### config.mk
export PLATFORM = sky130hd
export DESIGN_NAME = onehot_slot_tracker_flat
export DESIGN_NICKNAME = d
export VERILOG_FILES = /design/src/rtl/onehot_slot_tracker_if.sv /design/src/rtl/onehot_slot_tracker.sv /design/src/flat_wrapper.sv
export SDC_FILE = /design/constraint.sdc
export NUM_CORES = 1
export LEC_CHECK = 0
export ABC_AREA = 1
export CAP_MARGIN = 20
export CORE_MARGIN = 2
export CORE_UTILIZATION = 62
export CTS_CLUSTER_SIZE = 24
export DETAILED_ROUTE_END_ITERATION = 16
export DONT_BUFFER_PORTS = 1
export GPL_TIMING_DRIVEN = 0
export PLACE_DENSITY_LB_ADDON = 0.2
export SLEW_MARGIN = 20
export SYNTH_ARGS = -nofsm -noshare
export SYNTH_HDL_FRONTEND = slang
export SYNTH_SLANG_ARGS = --single-unit
### constraint.sdc
create_clock -name clk -period 4.9 [get_ports clk]
set_input_delay 0.735 -clock clk [delete_from_list [all_inputs] [get_ports clk]]
set_output_delay 0.735 -clock clk [all_outputs]
set_load 0.05 [all_outputs]
### src/rtl/onehot_slot_tracker_if.sv
// Handshake bundle for onehot_slot_tracker: set/clear requests in, slot state out.
interface onehot_slot_tracker_if #(
    parameter int IDX_WIDTH = 3
);
    localparam int SLOTS = 1 << IDX_WIDTH;

    logic                 set_en;
    logic [IDX_WIDTH-1:0] set_idx;
    logic                 clr_en;
    logic [IDX_WIDTH-1:0] clr_idx;
    logic [SLOTS-1:0]     dec_out;
    logic                 dec_valid;
    logic [SLOTS-1:0]     busy_mask;
    logic [IDX_WIDTH:0]   busy_count;
    logic                 full;
    logic                 empty;
    logic [IDX_WIDTH-1:0] free_idx;
    logic                 free_valid;
    logic                 err_set_busy;
    logic                 err_clr_idle;

    modport master (
        output set_en, set_idx, clr_en, clr_idx,
        input  dec_out, dec_valid, busy_mask, busy_count, full, empty,
               free_idx, free_valid, err_set_busy, err_clr_idle
    );

    modport slave (
        input  set_en, set_idx, clr_en, clr_idx,
        output dec_out, dec_valid, busy_mask, busy_count, full, empty,
               free_idx, free_valid, err_set_busy, err_clr_idle
    );
endinterface

### src/rtl/onehot_slot_tracker.sv
// Registered slot allocator: decodes set/clear indices into a busy bitmap and
// reports occupancy, full/empty and the lowest free slot, one cycle after input.
module onehot_slot_tracker #(
    parameter int IDX_WIDTH = 3,
    parameter bit THERMO    = 1'b0
) (
    input  logic                  clk,
    input  logic                  rst_n,
    onehot_slot_tracker_if.slave  bus
);
    localparam int SLOTS = 1 << IDX_WIDTH;

    logic [SLOTS-1:0]     busy_mask_q,  busy_mask_d;
    logic [IDX_WIDTH:0]   busy_count_q, busy_count_d;
    logic [SLOTS-1:0]     dec_out_q,    dec_out_d;
    logic                 dec_valid_q,  dec_valid_d;
    logic                 full_q,       full_d;
    logic                 empty_q,      empty_d;
    logic [IDX_WIDTH-1:0] free_idx_q,   free_idx_d;
    logic                 free_valid_q, free_valid_d;
    logic                 err_set_q,    err_set_d;
    logic                 err_clr_q,    err_clr_d;

    logic set_hit, clr_hit, same_idx;
    logic [SLOTS-1:0] decode;

    assign set_hit  = bus.set_en & ~busy_mask_q[bus.set_idx];
    assign clr_hit  = bus.clr_en &  busy_mask_q[bus.clr_idx];
    assign same_idx = bus.set_en & bus.clr_en & (bus.set_idx == bus.clr_idx);

    always_comb begin
        decode = '0;
        for (int i = 0; i < SLOTS; i++) begin
            if (THERMO) decode[i] = (IDX_WIDTH'(i) <= bus.set_idx);
            else        decode[i] = (IDX_WIDTH'(i) == bus.set_idx);
        end
    end

    always_comb begin
        busy_mask_d = busy_mask_q;
        dec_out_d   = dec_out_q;
        dec_valid_d = 1'b0;
        err_set_d   = 1'b0;
        err_clr_d   = 1'b0;
        if (same_idx) begin
            // Same-slot set+clear is a re-allocation: the slot ends up busy.
            busy_mask_d[bus.set_idx] = 1'b1;
            dec_out_d   = decode;
            dec_valid_d = 1'b1;
            err_clr_d   = ~busy_mask_q[bus.clr_idx];
        end else begin
            if (set_hit) begin
                busy_mask_d[bus.set_idx] = 1'b1;
                dec_out_d   = decode;
                dec_valid_d = 1'b1;
            end
            if (clr_hit) busy_mask_d[bus.clr_idx] = 1'b0;
            err_set_d = bus.set_en & ~set_hit;
            err_clr_d = bus.clr_en & ~clr_hit;
        end
    end

    always_comb begin
        busy_count_d = '0;
        for (int i = 0; i < SLOTS; i++)
            busy_count_d = busy_count_d + (IDX_WIDTH+1)'(busy_mask_d[i]);
        full_d  = (busy_count_d == (IDX_WIDTH+1)'(SLOTS));
        empty_d = (busy_count_d == '0);
        free_idx_d   = '0;
        free_valid_d = ~&busy_mask_d;
        // Scan from the top so the lowest idle index wins.
        for (int i = SLOTS - 1; i >= 0; i--)
            if (!busy_mask_d[i]) free_idx_d = IDX_WIDTH'(i);
    end

    always_ff @(posedge clk) begin
        if (!rst_n) begin
            busy_mask_q  <= '0;
            busy_count_q <= '0;
            dec_out_q    <= '0;
            dec_valid_q  <= 1'b0;
            full_q       <= 1'b0;
            empty_q      <= 1'b1;
            free_idx_q   <= '0;
            free_valid_q <= 1'b1;
            err_set_q    <= 1'b0;
            err_clr_q    <= 1'b0;
        end else begin
            busy_mask_q  <= busy_mask_d;
            busy_count_q <= busy_count_d;
            dec_out_q    <= dec_out_d;
            dec_valid_q  <= dec_valid_d;
            full_q       <= full_d;
            empty_q      <= empty_d;
            free_idx_q   <= free_idx_d;
            free_valid_q <= free_valid_d;
            err_set_q    <= err_set_d;
            err_clr_q    <= err_clr_d;
        end
    end

    assign bus.busy_mask    = busy_mask_q;
    assign bus.busy_count   = busy_count_q;
    assign bus.dec_out      = dec_out_q;
    assign bus.dec_valid    = dec_valid_q;
    assign bus.full         = full_q;
    assign bus.empty        = empty_q;
    assign bus.free_idx     = free_idx_q;
    assign bus.free_valid   = free_valid_q;
    assign bus.err_set_busy = err_set_q;
    assign bus.err_clr_idle = err_clr_q;
endmodule
### src/flat_wrapper.sv
// flat-port wrapper written by rule: the top's interface ports become plain ports
module onehot_slot_tracker_flat 
#(
    parameter int IDX_WIDTH = 3,
    parameter bit THERMO    = 1'b0
)
  (clk, rst_n, bus_set_en, bus_set_idx, bus_clr_en, bus_clr_idx, bus_dec_out, bus_dec_valid, bus_busy_mask, bus_busy_count, bus_full, bus_empty, bus_free_idx, bus_free_valid, bus_err_set_busy, bus_err_clr_idle);
  onehot_slot_tracker_if #(.IDX_WIDTH(IDX_WIDTH)) bus_i ();
  input  logic clk;
  input  logic rst_n;
  input wire logic [$bits(bus_i.set_en)-1:0] bus_set_en;
  input wire logic [$bits(bus_i.set_idx)-1:0] bus_set_idx;
  input wire logic [$bits(bus_i.clr_en)-1:0] bus_clr_en;
  input wire logic [$bits(bus_i.clr_idx)-1:0] bus_clr_idx;
  output wire logic [$bits(bus_i.dec_out)-1:0] bus_dec_out;
  output wire logic [$bits(bus_i.dec_valid)-1:0] bus_dec_valid;
  output wire logic [$bits(bus_i.busy_mask)-1:0] bus_busy_mask;
  output wire logic [$bits(bus_i.busy_count)-1:0] bus_busy_count;
  output wire logic [$bits(bus_i.full)-1:0] bus_full;
  output wire logic [$bits(bus_i.empty)-1:0] bus_empty;
  output wire logic [$bits(bus_i.free_idx)-1:0] bus_free_idx;
  output wire logic [$bits(bus_i.free_valid)-1:0] bus_free_valid;
  output wire logic [$bits(bus_i.err_set_busy)-1:0] bus_err_set_busy;
  output wire logic [$bits(bus_i.err_clr_idle)-1:0] bus_err_clr_idle;
  assign bus_i.set_en = bus_set_en;
  assign bus_i.set_idx = bus_set_idx;
  assign bus_i.clr_en = bus_clr_en;
  assign bus_i.clr_idx = bus_clr_idx;
  assign bus_dec_out = bus_i.dec_out;
  assign bus_dec_valid = bus_i.dec_valid;
  assign bus_busy_mask = bus_i.busy_mask;
  assign bus_busy_count = bus_i.busy_count;
  assign bus_full = bus_i.full;
  assign bus_empty = bus_i.empty;
  assign bus_free_idx = bus_i.free_idx;
  assign bus_free_valid = bus_i.free_valid;
  assign bus_err_set_busy = bus_i.err_set_busy;
  assign bus_err_clr_idle = bus_i.err_clr_idle;
  onehot_slot_tracker #(.IDX_WIDTH(IDX_WIDTH), .THERMO(THERMO)) u_core (.clk(clk), .rst_n(rst_n), .bus(bus_i));
endmodule
==> flow_metrics.py, run 1 <==
metrics = {
    "clocking": {
        "cts_tree": "built",
        "cts_max_path_buffers": 2,
        "cts_hold_buffers": 0,
        "clk_latency_ns": 0.33,
        "htreeDepth": 2,
        "numCtsBuffers": 5,
        "path_clk_slew_ns": 0.10,
        "cts-root-buf": "clkbuf_4",
        "clock_sinks": 29,
    },
    "die": {
        "core-area_sq_um": 2432,
        "io-pin-count": 39,
        "dieArea_sq_um": 2947,
        "die_h_um": 54.29,
        "start_util": 0.6445,
        "fp.dieW_um": 54.29,
        "fp-row-count": 18,
    },
    "power": {
        "powerDensity_nw_per_um2": 355.5,
        "fin_total_pwr_mw": 0.6032,
        "p_leak_nw": 0.7797,
        "switching_share": 0.3311,
        "ir_drop_mv": 0.2592,
        "clockPowerShare": 0.344,
        "p_int_mw": 0.4035,
        "combPwrFrac": 0.153,
        "switching_power_mw": 0.1997,
        "power_frac_seq": 0.502,
    },
    "global_routing": {
        "track_usage": 0.2885,
        "overflow": 0,
        "antenna_found_initial": 0,
        "grt_pass1_wl_um": 5906,
        "grt_pass1_vias": 1286,
        "grt_max_degree": 11,
    },
    "logic_synthesis": {
        "synthCells": 222,
        "synth_enable_flop_cells": 0,
        "synth.distinct_cells": 29,
        "yosys.cell_count.top_type": "nand2_1",
        "synth_area_leader_cell": "dfxtp_1",
        "synth_ff_type": "dfxtp_1",
        "ys.warnings.count": 0,
        "synthesis.nets": 239,
        "synth_top_area_frac": 0.3703,
        "synth-async-reset-ratio": 0,
        "yosys-top-cells-area": "dfxtp_1 (37%), nand2_1 (15%), inv_1 (6.7%)",
        "ys_ff_latch": 29,
        "synthTopCellsByCount": "nand2_1 (62), dfxtp_1 (29), inv_1 (28)",
        "netlist_area_sq_um": 1568,
        "synth_area_per_cell_sq_um": 7.062,
        "ys_seq_area_frac": 0.3703,
    },
    "timing": {
        "relSlewSlack": 0.6228,
        "fin_skew_ns": 0.01164,
        "setup_viol": 0,
        "final_hold_viol_count": 0,
        "finalWorstSetupSlack_ns": 0.2579,
        "final_max_slew_viol_count": 0,
        "rsz0062_at_grt": "no",
        "worst_pin_slew_ns": 0.5650,
        "min_period_over_period": 0.9474,
        "fmax_mhz": 215.4,
        "tns_ns": 0,
        "min_period_ns": 4.642,
    },
    "flow_run": {
        "cap_violations": 0,
    },
    "route": {
        "ant_nets": 0,
        "drc_errors": 0,
        "dr.pass1.iters": 5,
        "vias": 1400,
        "first_iter_violations": 54,
        "totalWireLength_um": 3848,
        "viasPerCell": 5.385,
        "wl_per_cell_um": 14.80,
    },
    "critical_path": {
        "arrival_ns": 4.89,
        "endpoint_kind": "register",
        "worst-path-max-fanout": 10,
        "path_class": "reg -> reg",
        "crit_path_start_kind": "register",
        "cp.required_ns": 5.15,
        "startpoint": "u_core.bus.busy_mask[2]",
        "r2r-start": "u_core.bus.busy_mask[2]",
    },
    "place": {
        "dp_hpwl_um": 2936,
        "place_congestion": 0.9018,
        "place_ws_ns": 0.1391,
        "placed_area_sq_um": 1605,
        "portBuffers": 0,
    },
    "cells_and_area": {
        "n_antenna_cell": 0,
        "area_growth_pct": 8.220,
        "nFillCells": 221,
        "drive_gt1_frac": 0.1565,
        "fin_nets": 246,
        "final_area_sq_um": 1697,
    },
    "hold_path": {
        "hold_class": "in -> reg",
        "min_from": "rst_n",
    },
    "run_status": {
        "status": "finished, final reports clean",
    },
}
-- what timing repair did --
action                                  4_1_cts  5_1_grt
endpoints found under the setup margin        0        2
buffers inserted                              0        0
resized for setup                             0        5
-- through the flow --
step / std cells / hold slack, ns / utilization
2_1_floorplan: 222 / 0.6874 / -
3_3_place_gp: 252 / 0.7101 / 0.6600
3_5_place_dp: 252 / 0.7108 / 0.6600
4_1_cts: 260 / 0.4895 / 0.6950
5_1_grt: 260 / 0.4845 / 0.6975
6_report: 260 / 0.4981 / 0.6975
-- power by group through the flow --
stage          Combinational (mW)  Clock, mW  Sequential [mW]
6_report                   0.0924      0.208            0.303
5_1_grt                     0.105      0.219            0.305
4_1_cts                    0.0919      0.209            0.303
3_5_place_dp               0.0913          0            0.309
3_3_place_gp               0.0873          0            0.308
2_1_floorplan              0.0736          0            0.305
-- cell families after synthesis --
family,after synthesis,share of synthesized area
DFF,29,0.3703
xor gates and xnor gates,2,0.01118
and+or+nand+nor,125,0.3623
AOI/OAI and AO/OA,21,0.07821
adders and majority gates,7,0.07502
buffers and inverters,38,0.1029
-- routing by layer --
metal	vias to the layer above	GRT usage	routed length, um	share of wire
li1	710	-	-	-
met1	641	0.3597	1618	0.42
met2	44	0.4980	1982	0.52
met3	5	0.06557	200	0.052
met4	0	0.07917	46	0.012
met5	-	0	0	0
-- area by class of cell --
| class | count | area, sq um | share of cell area |
|---|---|---|---|
| multi-input combinational | 155 | 825.8 | 0.4867 |
| sequential | 29 | 586.8 | 0.3459 |
| inverter | 33 | 123.9 | 0.07301 |
| clock buffer | 7 | 55.05 | 0.03245 |
| buffer | 5 | 37.54 | 0.02212 |
| tap | 30 | 37.54 | 0.02212 |
| clock inverter | 1 | 30.03 | 0.01770 |
-- registers in the layout, indices dropped and copies added (netlist names) --
name,flops
u_core.bus.err_clr_idle,1
u_core.bus.full,1
u_core.bus.err_set_busy,1
u_core.bus.dec_valid,1
u_core.bus.free_valid,1
u_core.bus.busy_mask,8
u_core.bus.empty,1
u_core.bus.dec_out,8
u_core.bus.free_idx,3
u_core.bus.busy_count,4
-- critical path, cell delays in order, from the launching register on --
cell	delay, ns
dfxtp_1	0.69
nand2_1	0.11
nand2_1	0.07
nand2_1	0.05
nand3_1	0.09
nand2_2	0.09
nand2_1	0.12
nand2_2	0.08
buf_6	0.14
a31oi_1	0.26
nor2_2	0.11
ha_1	0.29
inv_1	0.06
fa_1	0.51
fa_1	0.52
fa_1	0.47
fa_1	0.40
xor2_1	0.22
nand3_1	0.13
nor3_1	0.17
-- layout by cell type (no fill, tap or decap), drive strengths merged --
| master | Yosys | layout |
|---|---|---|
| clkinv | 1 | 1 |
| xor2 | 2 | 2 |
| inv | 32 | 32 |
| a31oi | 2 | 2 |
| nor2 | 31 | 31 |
| nand3 | 17 | 17 |
| o21ai | 5 | 5 |
| a2bb2oi | 1 | 1 |
| fa | 4 | 4 |
| nand2 | 66 | 66 |
| nor4 | 1 | 1 |
| clkbuf | 2 | 9 |
| a21oi | 13 | 13 |
| nand4 | 4 | 4 |
| buf | 3 | 3 |
| dfxtp | 29 | 29 |
| ha | 3 | 3 |
| nor3 | 5 | 5 |
| nand3b | 1 | 1 |
| bufinv | 0 | 1 |
-- final timing paths --
kind	to	slack, ns	depth (start not counted)
setup / recovery	u_core.bus.full	0.26	19
hold / removal	u_core.bus.empty	0.50	1
setup reg to reg	u_core.bus.full	0.26	19
hold reg to reg	u_core.bus.dec_out[7]	0.73	2
Note: power is estimated with default switching activity, not from simulation.
==> run 2, diff against run 1 <==
--- a/config.mk
+++ b/config.mk
@@ -6,12 +6,12 @@
 export NUM_CORES = 1
 export LEC_CHECK = 0
 export ABC_AREA = 1
+export BUFFER_PORTS_ARGS = -buffer_cell sky130_fd_sc_hd__buf_2
 export CAP_MARGIN = 20
 export CORE_MARGIN = 2
-export CORE_UTILIZATION = 62
+export CORE_UTILIZATION = 52
 export CTS_CLUSTER_SIZE = 24
 export DETAILED_ROUTE_END_ITERATION = 16
-export DONT_BUFFER_PORTS = 1
 export GPL_TIMING_DRIVEN = 0
 export PLACE_DENSITY_LB_ADDON = 0.2
 export SLEW_MARGIN = 20
==> run 2 against run 1 <==
Power decreased by 7.7%. Via count increased by 7.3%. Critical path type is now in -> reg. Combinational power up 69%. Largest cell class unchanged. Core utilization shrank 3.9 points. Maximum frequency up 4.9%. The flow now finishes with violations (DRC). Cell area increased by 8.8%. Global-route usage decreased by 4.8 points. First-iteration DRC count increased by 81%. Setup slack better by 0.22 ns. Largest power group unchanged.
==> flow_metrics.py, run 2 (synthesis gave the netlist of run 1 again) <==
metrics = {
    "critical_path": {
        "slowest_stage": "fa_1",
        "reg2regPathDepth": 19,
        "crit_family": "adder cells",
        "slowest_delay_ns": 0.52,
        "r2r-start": "u_core.bus.busy_mask[4]",
        "rrSetupSlack_ns": 0.67,
        "worst-path-max-fanout": 10,
        "cp.required_ns": 5.14,
        "crit_buf_inv": 4,
        "path_class": "in -> reg",
        "cp_cell_sequence": "buf_2 -> buf_6 -> nand2_1 -> nand2_1 -> nand2_1 -> nand3_1 -> nand2_2 -> nand2_1 -> nand2_2 -> buf_6 -> a31oi_1 -> nor2_2 -> ha_1 -> inv_1 -> fa_1 -> fa_1 -> fa_1 -> fa_1 -> xor2_1 -> nand3_1 -> nor3_1",
        "r2r-end": "u_core.bus.full",
        "arrival_ns": 4.67,
        "endpoint_kind": "register",
        "crit_path_start_kind": "input port",
    },
    "timing": {
        "worst_pin_slew_ns": 0.4394,
        "fin_skew_ns": 0.01711,
        "rsz0062_at_grt": "no",
        "final_max_slew_viol_count": 0,
        "min_period_ns": 4.425,
        "min_period_over_period": 0.9031,
        "hold_ws_ns": 0.4613,
        "setup_viol": 0,
        "tns_ns": 0,
        "fmax_mhz": 226.0,
        "relSlewSlack": 0.7071,
        "final_hold_viol_count": 0,
    },
    "route": {
        "ant_nets": 0,
        "vias": 1502,
        "wl_per_cell_um": 12.20,
        "drc_errors": 3,
        "viasPerCell": 5.057,
        "dr.pass1.iters": 11,
        "first_iter_violations": 98,
        "totalWireLength_um": 3623,
    },
    "global_routing": {
        "antenna_found_initial": 0,
        "track_usage": 0.2408,
        "grt_pass1_vias": 1361,
        "overflow": 0,
        "grt_pass1_wl_um": 6092,
        "grt_max_degree": 11,
    },
    "run_status": {
        "status": "finished with violations",
        "failed_checks": "DRC",
    },
    "clocking": {
        "cts_hold_buffers": 0,
        "path_clk_slew_ns": 0.10,
        "clk_latency_ns": 0.33,
        "cts_resized": 0,
        "cts_max_path_buffers": 2,
        "cts_setup_buffers": 0,
        "clock_sinks": 29,
        "cts_tree": "built",
        "cts-root-buf": "clkbuf_4",
        "numCtsBuffers": 5,
        "htreeDepth": 2,
    },
    "cells_and_area": {
        "final_common_cell": "nand2_1",
        "fin_util": 0.6583,
        "drive_gt1_frac": 0.2519,
        "area_growth_pct": 17.80,
        "n_antenna_cell": 0,
        "most-common-layout-cells": "nand2_1 (62), buf_2 (37), dfxtp_1 (29)",
        "fin_nets": 283,
        "instances_no_fill": 297,
    },
    "place": {
        "place_congestion": 0.8669,
        "portBuffers": 37,
        "place_inst": 290,
        "dp_hpwl_um": 2897,
    },
    "hold_path": {
        "hold_path_end": "u_core.bus.dec_out[4]",
        "hold_path_depth": 2,
        "min_from": "u_core.bus.dec_out[4]",
        "hold_class": "reg -> reg",
    },
    "die": {
        "fp.dieW_um": 58.91,
        "io-pin-count": 39,
        "core-area_sq_um": 2805,
        "dieArea_sq_um": 3470,
        "start_util": 0.5589,
        "die_h_um": 58.91,
        "fp-row-count": 19,
    },
    "power": {
        "p_leak_nw": 0.9462,
        "ir_drop_mv": 0.2283,
        "powerDensity_nw_per_um2": 301.6,
    },
    "flow_run": {
        "cap_violations": 0,
    },
}
-- run 2: how the worst max path moves through the flow --
stage	start	endpoint	slack, ns	depth (start not counted)
detailed placement	bus_set_idx[0]	u_core.bus.full	0.14	21
CTS	bus_set_idx[0]	u_core.bus.full	0.46	21
floorplan	bus_set_idx[1]	u_core.bus.full	0.51	19
finish	bus_set_idx[0]	u_core.bus.full	0.47	21
global route	bus_set_idx[0]	u_core.bus.full	0.04	21
global placement	bus_set_idx[0]	u_core.bus.full	0.17	21
-- run 2: layer usage --
layer / track usage / up-vias / routed length (um)
li1: - / 782 / -
met1: 0.3122 / 670 / 1596
met2: 0.3889 / 44 / 1770
met3: 0.06593 / 6 / 215
met4: 0.07792 / 0 / 41
met5: 0 / - / 0
-- run 2: worst min-delay path, cell delays in order (launching register included) --
cell and delay [ns]:
dfxtp_1 0.32, nand2_1 0.06, a21oi_1 0.05
-- run 2: cell type report --
type	instances	area, sq um
multi-input combinational	155	825.8
sequential	29	580.6
buffer	5	37.54
tap	31	38.79
inverter	33	123.9
fill	264	958.4
timing repair buffer	37	185.2
clock buffer	7	55.05
-- run 2: stage by stage --
stage	setup WS [ns]	area (sq um)	power (mW)
after floorplan	0.5103	1568	0.3791
after global placement	0.1714	1792	0.4141
after detailed placement	0.1367	1792	0.4169
after CTS	0.4556	1847	0.5629
after global routing	0.04421	1847	0.5882
final	0.4746	1847	0.5569
-- run 2: report_power, final --
group | internal [mW] | switching [mW] | total, mW
sequential | 0.249 | 0.00567 | 0.254
combinational | 0.0435 | 0.113 | 0.156
clock | 0.0676 | 0.0786 | 0.146
total | 0.360 | 0.197 | 0.557
